===== config.mk =====
export PLATFORM = sky130hd
export DESIGN_NAME = sram_arbiter
export DESIGN_NICKNAME = d
export VERILOG_FILES = /design/src/rtl/sram_arb_pkg.sv /design/src/rtl/sram_arb_pick.sv /design/src/rtl/sram_arbiter.sv
export SDC_FILE = /design/constraint.sdc
export NUM_CORES = 1
export LEC_CHECK = 0
export ABC_AREA = 0
export CAP_MARGIN = 20
export CORE_MARGIN = 4
export CORE_UTILIZATION = 36
export DETAILED_ROUTE_END_ITERATION = 8
export GPL_TIMING_DRIVEN = 0
export PLACE_DENSITY = 0.72
export REMOVE_ABC_BUFFERS = 1
export SYNTH_ARGS = -nofsm -noshare
export SYNTH_HDL_FRONTEND = slang
export SYNTH_SLANG_ARGS = --single-unit

===== constraint.sdc =====
create_clock -name clk -period 1.65 [get_ports clk]
set_input_delay 0.33 -clock clk [delete_from_list [all_inputs] [get_ports clk]]
set_output_delay 0.33 -clock clk [all_outputs]
set_load 0.02 [all_outputs]

===== src/rtl/sram_arb_pkg.sv =====
// rtl/sram_arb_pkg.sv - shared types and constants for the SRAM arbiter
// Contents: FSM state enum, requester index constants, default widths.
package sram_arb_pkg;

    typedef enum logic [1:0] {
        ST_IDLE   = 2'd0,
        ST_ACCESS = 2'd1,
        ST_DONE   = 2'd2
    } sram_arb_state_e;

    localparam logic REQ_CPU = 1'b0;
    localparam logic REQ_DMA = 1'b1;

    localparam int ADDR_W_DEF        = 11;
    localparam int DATA_W_DEF        = 8;
    localparam int ACCESS_CYCLES_DEF = 4;

endpackage


===== src/rtl/sram_arb_pick.sv =====
// rtl/sram_arb_pick.sv - combinational two-requester winner select
// Ports: req0, req1 (requests), last (index served last), winner (chosen index).
// Build option: SRAM_ARB_FIXED_PRIO_EN makes requester 0 win every tie and ignores last.
module sram_arb_pick
    import sram_arb_pkg::*;
(
    input  logic req0,
    input  logic req1,
    input  logic last,
    output logic winner
);

`ifdef SRAM_ARB_FIXED_PRIO_EN
    logic unused_last;
    assign unused_last = last;

    always_comb begin
        winner = REQ_CPU;
        if (!req0 && req1) begin
            winner = REQ_DMA;
        end
    end
`else
    // On a tie the requester not served last wins; a lone request always wins.
    always_comb begin
        winner = REQ_CPU;
        if (req0 && req1) begin
            winner = ~last;
        end else if (req1) begin
            winner = REQ_DMA;
        end
    end
`endif

endmodule


===== src/rtl/sram_arbiter.sv =====
// rtl/sram_arbiter.sv - shares one SRAM controller between a CPU and a DMA requester
// Ports: clk/reset (sync, active-high); per requester reqN, weN, addrN, wdataN in and
//        gntN, doneN out; rdata/busy status; sram_read/sram_write/sram_addr/sram_wdata
//        to the controller, sram_rdata from it. All outputs are registered.
// Build option: SRAM_ARB_FIXED_PRIO_EN (see sram_arb_pick) selects fixed priority.
module sram_arbiter
    import sram_arb_pkg::*;
#(
    parameter int ADDR_W        = ADDR_W_DEF,
    parameter int DATA_W        = DATA_W_DEF,
    parameter int ACCESS_CYCLES = ACCESS_CYCLES_DEF
) (
    input  logic              clk,
    input  logic              reset,
    input  logic              req0,
    input  logic              req1,
    input  logic              we0,
    input  logic              we1,
    input  logic [ADDR_W-1:0] addr0,
    input  logic [ADDR_W-1:0] addr1,
    input  logic [DATA_W-1:0] wdata0,
    input  logic [DATA_W-1:0] wdata1,
    output logic              gnt0,
    output logic              gnt1,
    output logic              done0,
    output logic              done1,
    output logic [DATA_W-1:0] rdata,
    output logic              busy,
    output logic              sram_read,
    output logic              sram_write,
    output logic [ADDR_W-1:0] sram_addr,
    output logic [DATA_W-1:0] sram_wdata,
    input  logic [DATA_W-1:0] sram_rdata
);

    localparam logic [3:0] CNT_LOAD = 4'(ACCESS_CYCLES - 1);

    sram_arb_state_e   state_q, state_d;
    logic [3:0]        cnt_q, cnt_d;
    logic              last_q, last_d;
    logic              owner_q, owner_d;
    logic              we_q, we_d;
    logic [ADDR_W-1:0] addr_q, addr_d;
    logic [DATA_W-1:0] wdata_q, wdata_d;
    logic [DATA_W-1:0] rdata_q, rdata_d;
    logic              gnt0_q, gnt0_d, gnt1_q, gnt1_d;
    logic              done0_q, done0_d, done1_q, done1_d;
    logic              busy_q, busy_d, rd_q, rd_d, wr_q, wr_d;
    logic              winner;

    sram_arb_pick u_pick (
        .req0   (req0),
        .req1   (req1),
        .last   (last_q),
        .winner (winner)
    );

    always_ff @(posedge clk) begin
        if (reset) begin
            state_q <= ST_IDLE;
            cnt_q   <= '0;
            last_q  <= 1'b1;
            owner_q <= REQ_CPU;
            we_q    <= 1'b0;
            addr_q  <= '0;
            wdata_q <= '0;
            rdata_q <= '0;
            gnt0_q  <= 1'b0;
            gnt1_q  <= 1'b0;
            done0_q <= 1'b0;
            done1_q <= 1'b0;
            busy_q  <= 1'b0;
            rd_q    <= 1'b0;
            wr_q    <= 1'b0;
        end else begin
            state_q <= state_d;
            cnt_q   <= cnt_d;
            last_q  <= last_d;
            owner_q <= owner_d;
            we_q    <= we_d;
            addr_q  <= addr_d;
            wdata_q <= wdata_d;
            rdata_q <= rdata_d;
            gnt0_q  <= gnt0_d;
            gnt1_q  <= gnt1_d;
            done0_q <= done0_d;
            done1_q <= done1_d;
            busy_q  <= busy_d;
            rd_q    <= rd_d;
            wr_q    <= wr_d;
        end
    end

    always_comb begin
        state_d = state_q;
        cnt_d   = cnt_q;
        last_d  = last_q;
        owner_d = owner_q;
        we_d    = we_q;
        addr_d  = addr_q;
        wdata_d = wdata_q;
        rdata_d = rdata_q;
        unique case (state_q)
            ST_IDLE: begin
                if (req0 || req1) begin
                    state_d = ST_ACCESS;
                    owner_d = winner;
                    we_d    = (winner == REQ_DMA) ? we1    : we0;
                    addr_d  = (winner == REQ_DMA) ? addr1  : addr0;
                    wdata_d = (winner == REQ_DMA) ? wdata1 : wdata0;
                    cnt_d   = CNT_LOAD;
                end
            end
            ST_ACCESS: begin
                if (cnt_q == 4'd0) begin
                    state_d = ST_DONE;
                    // Last command cycle: the controller's read data is on the bus now.
                    if (!we_q) begin
                        rdata_d = sram_rdata;
                    end
                end else begin
                    cnt_d = cnt_q - 4'd1;
                end
            end
            ST_DONE: begin
                last_d  = owner_q;
                state_d = ST_IDLE;
            end
            default: state_d = ST_IDLE;
        endcase
    end

    // Outputs are decoded from the next state so they can be registered with it.
    always_comb begin
        gnt0_d  = (state_d != ST_IDLE) && (owner_d == REQ_CPU);
        gnt1_d  = (state_d != ST_IDLE) && (owner_d == REQ_DMA);
        done0_d = (state_d == ST_DONE) && (owner_d == REQ_CPU);
        done1_d = (state_d == ST_DONE) && (owner_d == REQ_DMA);
        busy_d  = (state_d == ST_ACCESS);
        rd_d    = (state_d == ST_ACCESS) && !we_d;
        wr_d    = (state_d == ST_ACCESS) && we_d;
    end

    assign gnt0       = gnt0_q;
    assign gnt1       = gnt1_q;
    assign done0      = done0_q;
    assign done1      = done1_q;
    assign busy       = busy_q;
    assign sram_read  = rd_q;
    assign sram_write = wr_q;
    assign sram_addr  = addr_q;
    assign sram_wdata = wdata_q;
    assign rdata      = rdata_q;

endmodule

Word-level counts from Yosys, hierarchy flattened

Cells that the tools add are included.

Flip-flop bits (word level): 43
Output and inout bits: 34
Word-level logic and storage cells: 56

Multiplexer cells: 15
Add/subtract/negate cells: 1
Bitwise gates (word level): 3
Eq/ne operators: 6
Reductions and logical operators: 16

Operator list:

| kind                  | count |
|---|---|
| $mux W11              | 1 |
| $mux W4               | 2 |
| $mux W8               | 1 |
| $pmux W4 S2           | 1 |
| $logic_and A1 B1 Y1   | 7 |
| $mux W1               | 7 |
| $reduce_and A3 Y1     | 2 |
| $eq A2 B1 Y1 const B  | 2 |
| $eq A2 B2 Y1 const B  | 2 |
| $logic_not A4 Y1      | 1 |
| $mux W2               | 2 |
| $ne A2 B2 Y1 const B  | 2 |
| $pmux W2 S2           | 1 |
| $reduce_bool A2 Y1    | 2 |
| $sub A4 B1 Y4 const B | 1 |
| $not A1 Y1            | 3 |
| $logic_not A2 Y1      | 1 |
| $reduce_and A2 Y1     | 1 |
| $logic_not A1 Y1      | 1 |
| $logic_or A1 B1 Y1    | 1 |

Longest topological paths before layout

Gate-level depths: netlist of the first run.

Depth in word-level cells: 7
Mapped depth: 5
Gate-level depth less buffers: 5

Cells and area by module

From an unflattened synthesis of the first run, not the netlist that was laid out.

Cells, all modules: 192
Area total of the unflattened synthesis: 1,921.8 sq um

By module, submodules not included:

| module        | area an instance (sq um) | cells an instance | instances |
|---|---|---|---|
| sram_arbiter  | 1,910.6                  | 191               | 1 |
| sram_arb_pick | 11.3                     | 1                 | 1 |

Least setup slack after synthesis of the first run

Ideal clock, no wire load.

Path type: flip-flop to flip-flop
From: register cnt_q[0]
To: register rdata_q[0] (netlist: rdata[0])
Required time: 1.578 ns
Clock period less this slack: 1.599 ns
Cell stages (with the launch flop): 6
Arrival time: 1.527 ns
Path buffers: 0
Setup slack: 0.051 ns
Path through: dfxtp_1 inv_1 ha_1 or3b_4 nor3_4 mux2i_1

Longest elaborated chain between the ends: 2

Ends and longest elaborated chain:

| what                        | RTL line            | RTL |
|---|---|---|
| start, declared             | sram_arbiter.sv:39  | `logic [3:0] cnt_q, cnt_d;` |
| start signal, assigned      | sram_arbiter.sv:77  | `cnt_q <= cnt_d;` |
| $logic_not A4 Y1            | sram_arbiter.sv:115 | `if (cnt_q == 4'd0) begin` |
| $reduce_and A3 Y1 (no line) | -                   |  |
| end signal, assigned        | sram_arbiter.sv:83  | `rdata_q <= rdata_d;` |
| end, declared               | sram_arbiter.sv:45  | `logic [DATA_W-1:0] rdata_q, rdata_d;` |

No other way between the ends.
A chain may end at the register's enable or synchronous reset.

Worst setup path in the final report of the first run

From: register wdata_q[4] (netlist: sram_wdata[4])
To: output port sram_wdata[4]

RTL lines:

| what                   | RTL line           | RTL |
|---|---|---|
| start, declared        | sram_arbiter.sv:44 | `logic [DATA_W-1:0] wdata_q, wdata_d;` |
| start signal, assigned | sram_arbiter.sv:82 | `wdata_q <= wdata_d;` |
| end, declared          | sram_arbiter.sv:32 | `output logic [DATA_W-1:0] sram_wdata,` |

No word-level cell between the ends.

==> impl_metrics.yaml, run 1 <==
status:
  outcome: "completed"
hold_path:
  min_to: "rdata[2]$_SDFFE_PP0P_"
  min_path_type: "reg2reg"
  hold_start: "rdata[2]$_SDFFE_PP0P_"
  hold_depth: 2
pwr:
  irDropWorstVdd_v: 0.000473
  seq_power_share_pct: 43.0
  power.leakage_nw: 1.12
  swShare_pct: 29.5
  clockPowerShare_pct: 25.0
  p_int_mw: 2.04
  switching_power_mw: 0.853
  power_density_nw_per_um2: 989
  pwr-share-comb_pct: 32.0
detailed_routing:
  routed.top_layer: "met4"
  route.met3.wl_um: 190
  wl_met2_um: 2490
  detail-route-antenna-nets: 0
  vias: 1581
  drc: 0
  drt-pass1-iter-count: 4
  m1WireLength_um: 2060
  vias_per_cell: 4.85
  wl_um: 4870
  wl_per_cell_um: 14.9
  drt_iter0_markers: 50
sta:
  hold_viol_final: 0
  tightest_slew_ns: 0.555
  fin_skew_ns: 0.00568
  max_slew_margin_pct: 62.8
  max_freq_mhz: 628
  finalCritPeriodShare_pct: 96.4
  fin_setup_tns_ns: 0
  hold_slack_ns: 0.458
  maxSlewViolCount: 0
  fin_crit_ns: 1.59
  setup_viol: 0
layout:
  final_nets: 311
  diodes: 0
  layout_commonest_cell: "clkdlybuf4s50_1"
  fin_util_pct: 62.0
  nFillCells: 419
  multi_input_area_um2: 917
  drive_gt1_share_pct: 12.7
  syn_to_final_growth_pct: 66.4
  layout_common_cells: "clkdlybuf4s50_1, dfxtp_1, mux2i_1, o2bb2ai_1, nand2_1"
  finalInstanceArea_um2: 2930
  final-seq-area_um2: 861
worst_setup_path:
  r2r_start: "cnt_q[0]$_SDFFE_PP0P_"
  criticalPathCategory: "reg2out"
  max_stage_delay_ns: 0.62
  endpoint_kind: "output pin"
  cpMaxStageDelayCell: "clkdlybuf4s50_1"
  worstRegToRegCells: 6
  setup.worst_path.start_class: "flip-flop"
  cp_top_family: "buffers and inverters"
  reg2reg_to: "cnt_q[0]$_SDFFE_PP0P_"
  required_ns: 1.32
  cp.arrival_ns: 1.26
  r2r_slack_ns: 0.10
  path_depth: 1
  path_buf_inv: 1
  crit_chain: "clkdlybuf4s50_1"
  worstPathMaxFanout: 2
global_routing:
  gr-total-overflow: 0
  grt_start_max_net_pins: 20
  antenna_found_initial: 0
  grt_usage_pct: 16.1
  first_global_vias: 1576
  grt_pass1_wl_um: 7710
logic_synthesis:
  synthTopCellsByArea: "dfxtp_1, mux2i_1, o2bb2ai_1, nand2_1, buf_2"
  synth_top_area_share_pct: 48.9
  ys_seq_area_share_pct: 48.9
  synth_area_um2: 1760
  yosysUniqueCellTypes: 37
  ys_ff_latch: 43
  ys.warnings.count: 0
  yosysTopAreaCell: "dfxtp_1"
  avgSynthCellArea_um2: 10.7
  syn_inst: 165
floorplan:
  die_area_um2: 6070
  coreArea_um2: 4720
  die_h_um: 77.9
  pin_count: 86
  fp.dieW_um: 77.9
  fp-row-count: 25
  initial_core_util_pct: 37.2
clocking:
  tritoncts: "done"
  cts-hold-fix-buffers: 0
  insertion_delay_ns: 0.29
  cts_buffers: 5
  clkSinkCount: 43
  path_clk_slew_ns: 0.08
  cts_buffer_depth: 2
  h-tree-depth: 2
  clock-root-buffer: "clkbuf_8"
flow_run:
  cap_violations: 0
place:
  io_buffer_count: 85
  dpl.hpwl_um: 3300
  placedInstanceArea_um2: 2690
  gp_congestion: 0.705
kinds of logic after synthesis:
| family | share of synthesized area [%] |
|---|---|
| and+or+nand+nor | 16.4 |
| DFF | 48.9 |
| adders and majority gates | 0.711 |
| AOI/OAI and AO/OA | 14.7 |
| buffers and inverters | 3.34 |
| muxes | 15.9 |
area by class of cell:
type | instances | share of cell area (%)
clock buffer | 8 | 3.42
inverter | 6 | 0.940
multi-input combinational | 109 | 31.3
sequential | 43 | 29.4
tap | 67 | 2.86
timing repair buffer | 93 | 32.1
metal layers:
layer / GRT usage [%] / up-vias
met4: 6.82 / 0
met1: 19.2 / 731
met2: 27.4 / 41
met5: 0 / -
met3: 3.94 / 11
li1: - / 798
worst max-delay path by stage:
stage                                             to  slack [ns]                       start
after floorplan                 sram_read$_SDFF_PP0_       -0.80                        req1
after global placement          sram_read$_SDFF_PP0_       -1.91                        req1
after detailed placement        sram_read$_SDFF_PP0_       -0.74                        req1
final                                  sram_wdata[4]        0.06  sram_wdata[4]$_SDFFE_PP0P_
after global routing      sram_wdata[4]$_SDFFE_PP0P_      -0.004       state_q[1]$_SDFF_PP0_
after CTS                 sram_wdata[4]$_SDFFE_PP0P_      -0.003                       reset
per-stage QoR:
step | setup slack (ns) | total power, mW | cells
after floorplan | -0.805 | 1.69 | 157
after global placement | -1.91 | 2.08 | 309
after detailed placement | -0.744 | 2.10 | 310
after CTS | -0.00251 | 2.87 | 322
after global routing | -0.00434 | 3.05 | 326
final | 0.0587 | 2.90 | 326
power by group through the flow:
stage / Clock [mW] / Combinational [mW] / Sequential (mW)
after detailed placement: 0 / 0.838 / 1.26
after global placement: 0 / 0.818 / 1.26
after global routing: 0.790 / 0.996 / 1.26
after CTS: 0.754 / 0.876 / 1.24
final: 0.725 / 0.926 / 1.24
after floorplan: 0 / 0.323 / 1.37
synthesized netlist by cell type:
cell type	number
dfxtp_1	43
mux2i_1	28
o2bb2ai_1	19
nand2_1	17
buf_2	5
inv_1	5
nor2_1	4
nor4_1	4
nand2b_1	3
or4_1	3
a21boi_1	2
a21oi_1	2
clkbuf_1	2
nor2b_1	2
nor3_1	2
nor3b_1	2
or3_1	2
a211oi_1	1
a221oi_1	1
a22o_1	1
a22oi_1	1
and4bb_1	1
buf_1	1
ha_1	1
inv_2	1
nand3_2	1
nor3_2	1
nor3_4	1
nor4_2	1
o21a_1	1
o311a_1	1
o31a_1	1
o31ai_1	1
or2_1	1
or2_2	1
or3b_1	1
or3b_4	1
sequential cells by signal, summed over array words and instances (netlist names), 2 cells and up:
register / cells
sram_addr: 11
rdata: 8
sram_wdata: 8
cnt_q: 4
state_q: 2
what timing repair did:
item / CTS / global route
buffers inserted: 3 / 4
gates resized for setup: 5 / 13
endpoints found under the setup margin: 36 / 39
hold endpoints to repair: 0 / 0
gates cloned: 1 / 0
pin swaps: 1 / 2
Note: power is estimated with default switching activity, not from simulation.
==> run 2: changes to the inputs <==
--- a/config.mk
+++ b/config.mk
@@ -11,7 +11,7 @@
 export CORE_UTILIZATION = 36
 export DETAILED_ROUTE_END_ITERATION = 8
 export GPL_TIMING_DRIVEN = 0
-export PLACE_DENSITY = 0.72
+export PLACE_DENSITY = 0.75
 export REMOVE_ABC_BUFFERS = 1
 export SYNTH_ARGS = -nofsm -noshare
 export SYNTH_HDL_FRONTEND = slang
==> impl_metrics.yaml, run 2 (synthesis results as in run 1) <==
status:
  outcome: "completed"
layout:
  final_cell_count_no_fill: 323
  diodes: 0
  largest_register_ffs: 11
  final-seq-area_um2: 862
  syn_to_final_growth_pct: 64.7
  layout_common_cells: "clkdlybuf4s50_1, dfxtp_1, mux2i_1, o2bb2ai_1, nand2_1"
  final_nets: 308
  multi_input_area_um2: 913
  drive_gt1_share_pct: 12.1
  nFillCells: 396
  layout_commonest_cell: "clkdlybuf4s50_1"
place:
  placedCellCount: 310
  dpl.hpwl_um: 3140
  io_buffer_count: 85
  gp_congestion: 0.799
sta:
  fin_skew_ns: 0.00393
  fin_crit_ns: 1.61
  maxSlewViolCount: 0
  finalCritPeriodShare_pct: 97.4
  setup_viol: 0
  tightest_slew_ns: 0.562
  hold_viol_final: 0
  hold_slack_ns: 0.456
  max_slew_margin_pct: 62.3
  max_freq_mhz: 622
pwr:
  p_int_mw: 1.95
  seq_power_share_pct: 44.7
  power_mw: 2.79
  switching_power_mw: 0.840
  irDropWorstVdd_v: 0.000506
  pwr-share-comb_pct: 32.6
  clockPowerShare_pct: 22.7
  swShare_pct: 30.1
  power.leakage_nw: 1.07
  power_density_nw_per_um2: 963
floorplan:
  fp.dieW_um: 77.9
  pin_count: 86
  fp-row-count: 25
  die_area_um2: 6070
  die_h_um: 77.9
  coreArea_um2: 4720
  initial_core_util_pct: 37.2
clocking:
  tritoncts: "done"
  clock-root-buffer: "clkbuf_8"
  cts-hold-fix-buffers: 0
  h-tree-depth: 2
  cts_buffer_depth: 2
  cts_buffers: 5
  insertion_delay_ns: 0.29
  clkSinkCount: 43
  path_clk_slew_ns: 0.08
global_routing:
  gr-total-overflow: 0
  first_global_vias: 1521
  grt_usage_pct: 14.8
  antenna_found_initial: 0
  grt_start_max_net_pins: 22
  grt_pass1_wl_um: 7210
worst_setup_path:
  criticalPathCategory: "reg2reg"
  cp.arrival_ns: 1.81
  required_ns: 1.85
  crit_start: "cnt_q[1]$_SDFFE_PP0P_"
  endpoint_kind: "flip-flop"
  cpMaxStageDelayCell: "or4_4"
  max_stage_delay_ns: 0.51
  r2r_start: "cnt_q[1]$_SDFFE_PP0P_"
  crit_chain: "inv_1 -> ha_2 -> and4bb_2 -> or4_4 -> nor4_2"
  worstPathMaxFanout: 6
  setup.worst_path.start_class: "flip-flop"
detailed_routing:
  wl_um: 4700
  drt_iter0_markers: 108
  drt-pass1-iter-count: 4
  wl_per_cell_um: 14.5
  drc: 0
  detail-route-antenna-nets: 0
  vias_per_cell: 4.91
  vias: 1585
hold_path:
  hold_start: "rdata[6]$_SDFFE_PP0P_"
  min_path_type: "reg2reg"
flow_run:
  cap_violations: 0
==> run 2: changes by cell type in the layout (fill, tap and decap cells not counted), sizes merged <==
cell	delta
buf	-3
clkbuf	-1
clkdlybuf4s50	+2
dlygate4sd2	+1
dlymetal6s2s	-3
inv	+1
==> run 2: through the flow <==
stage / cell area (um2) / TNS [ns] / setup slack, ns / utilization (%)
after CTS: 2850 / 0 / 0.00486 / 60.4
after detailed placement: 2690 / -15.29 / -0.718 / 56.9
after floorplan: 1720 / -17.07 / -0.805 / -
final: 2900 / 0 / 0.0424 / 61.4
after global routing: 2900 / -0.160 / -0.0336 / 61.4
after global placement: 2660 / -52.20 / -2.04 / 56.3
==> run 2: path summary, 6_finish.rpt <==
path,cells past startpoint,endpoint,slack [ns]
hold reg to reg,2,rdata[6]$_SDFFE_PP0P_,0.46
hold / removal,2,rdata[6]$_SDFFE_PP0P_,0.46
setup reg to reg,5,sram_write$_SDFF_PP0_,0.04
setup / recovery,5,sram_write$_SDFF_PP0_,0.04
==> run 2: area by class of cell <==
cell class	instances	share of cell area (%)
Timing Repair Buffer	90	32.2
Multi-Input combinational cell	109	31.5
Sequential cell	43	29.7
Tap cell	67	2.89
Clock buffer	7	2.63
Inverter	6	0.864
Clock inverter	1	0.173
==> run 2: critical path, delay by kind of cell (launching register included) <==
| family | cells | cell delay [ns] |
|---|---|---|
| adders and majority gates | 1 | 0.19 |
| buffers and inverters | 1 | 0.07 |
| DFF | 1 | 0.34 |
| and+or+nand+nor | 3 | 0.93 |
==> run 2: layer usage <==
metal,share of wire (%),track usage [%]
met5,0,0
met4,0.30,3.15
met3,7.2,5.22
met2,51,25.5
met1,41,17.6
==> run 2: repair_timing <==
item,CTS,global route
setup endpoints to repair,37,33
pin swaps,1,2
resized for setup,8,7
buffers inserted,3,1
gates cloned,1,0
==> run 2: power groups by stage <==
| stage | combinational, mW | clock [mW] | sequential [mW] |
|---|---|---|---|
| 2_1_floorplan | 0.323 | 0 | 1.37 |
| 3_3_place_gp | 0.816 | 0 | 1.26 |
| 3_5_place_dp | 0.833 | 0 | 1.26 |
| 4_1_cts | 0.883 | 0.656 | 1.24 |
| 5_1_grt | 0.974 | 0.700 | 1.26 |
| 6_report | 0.910 | 0.633 | 1.25 |
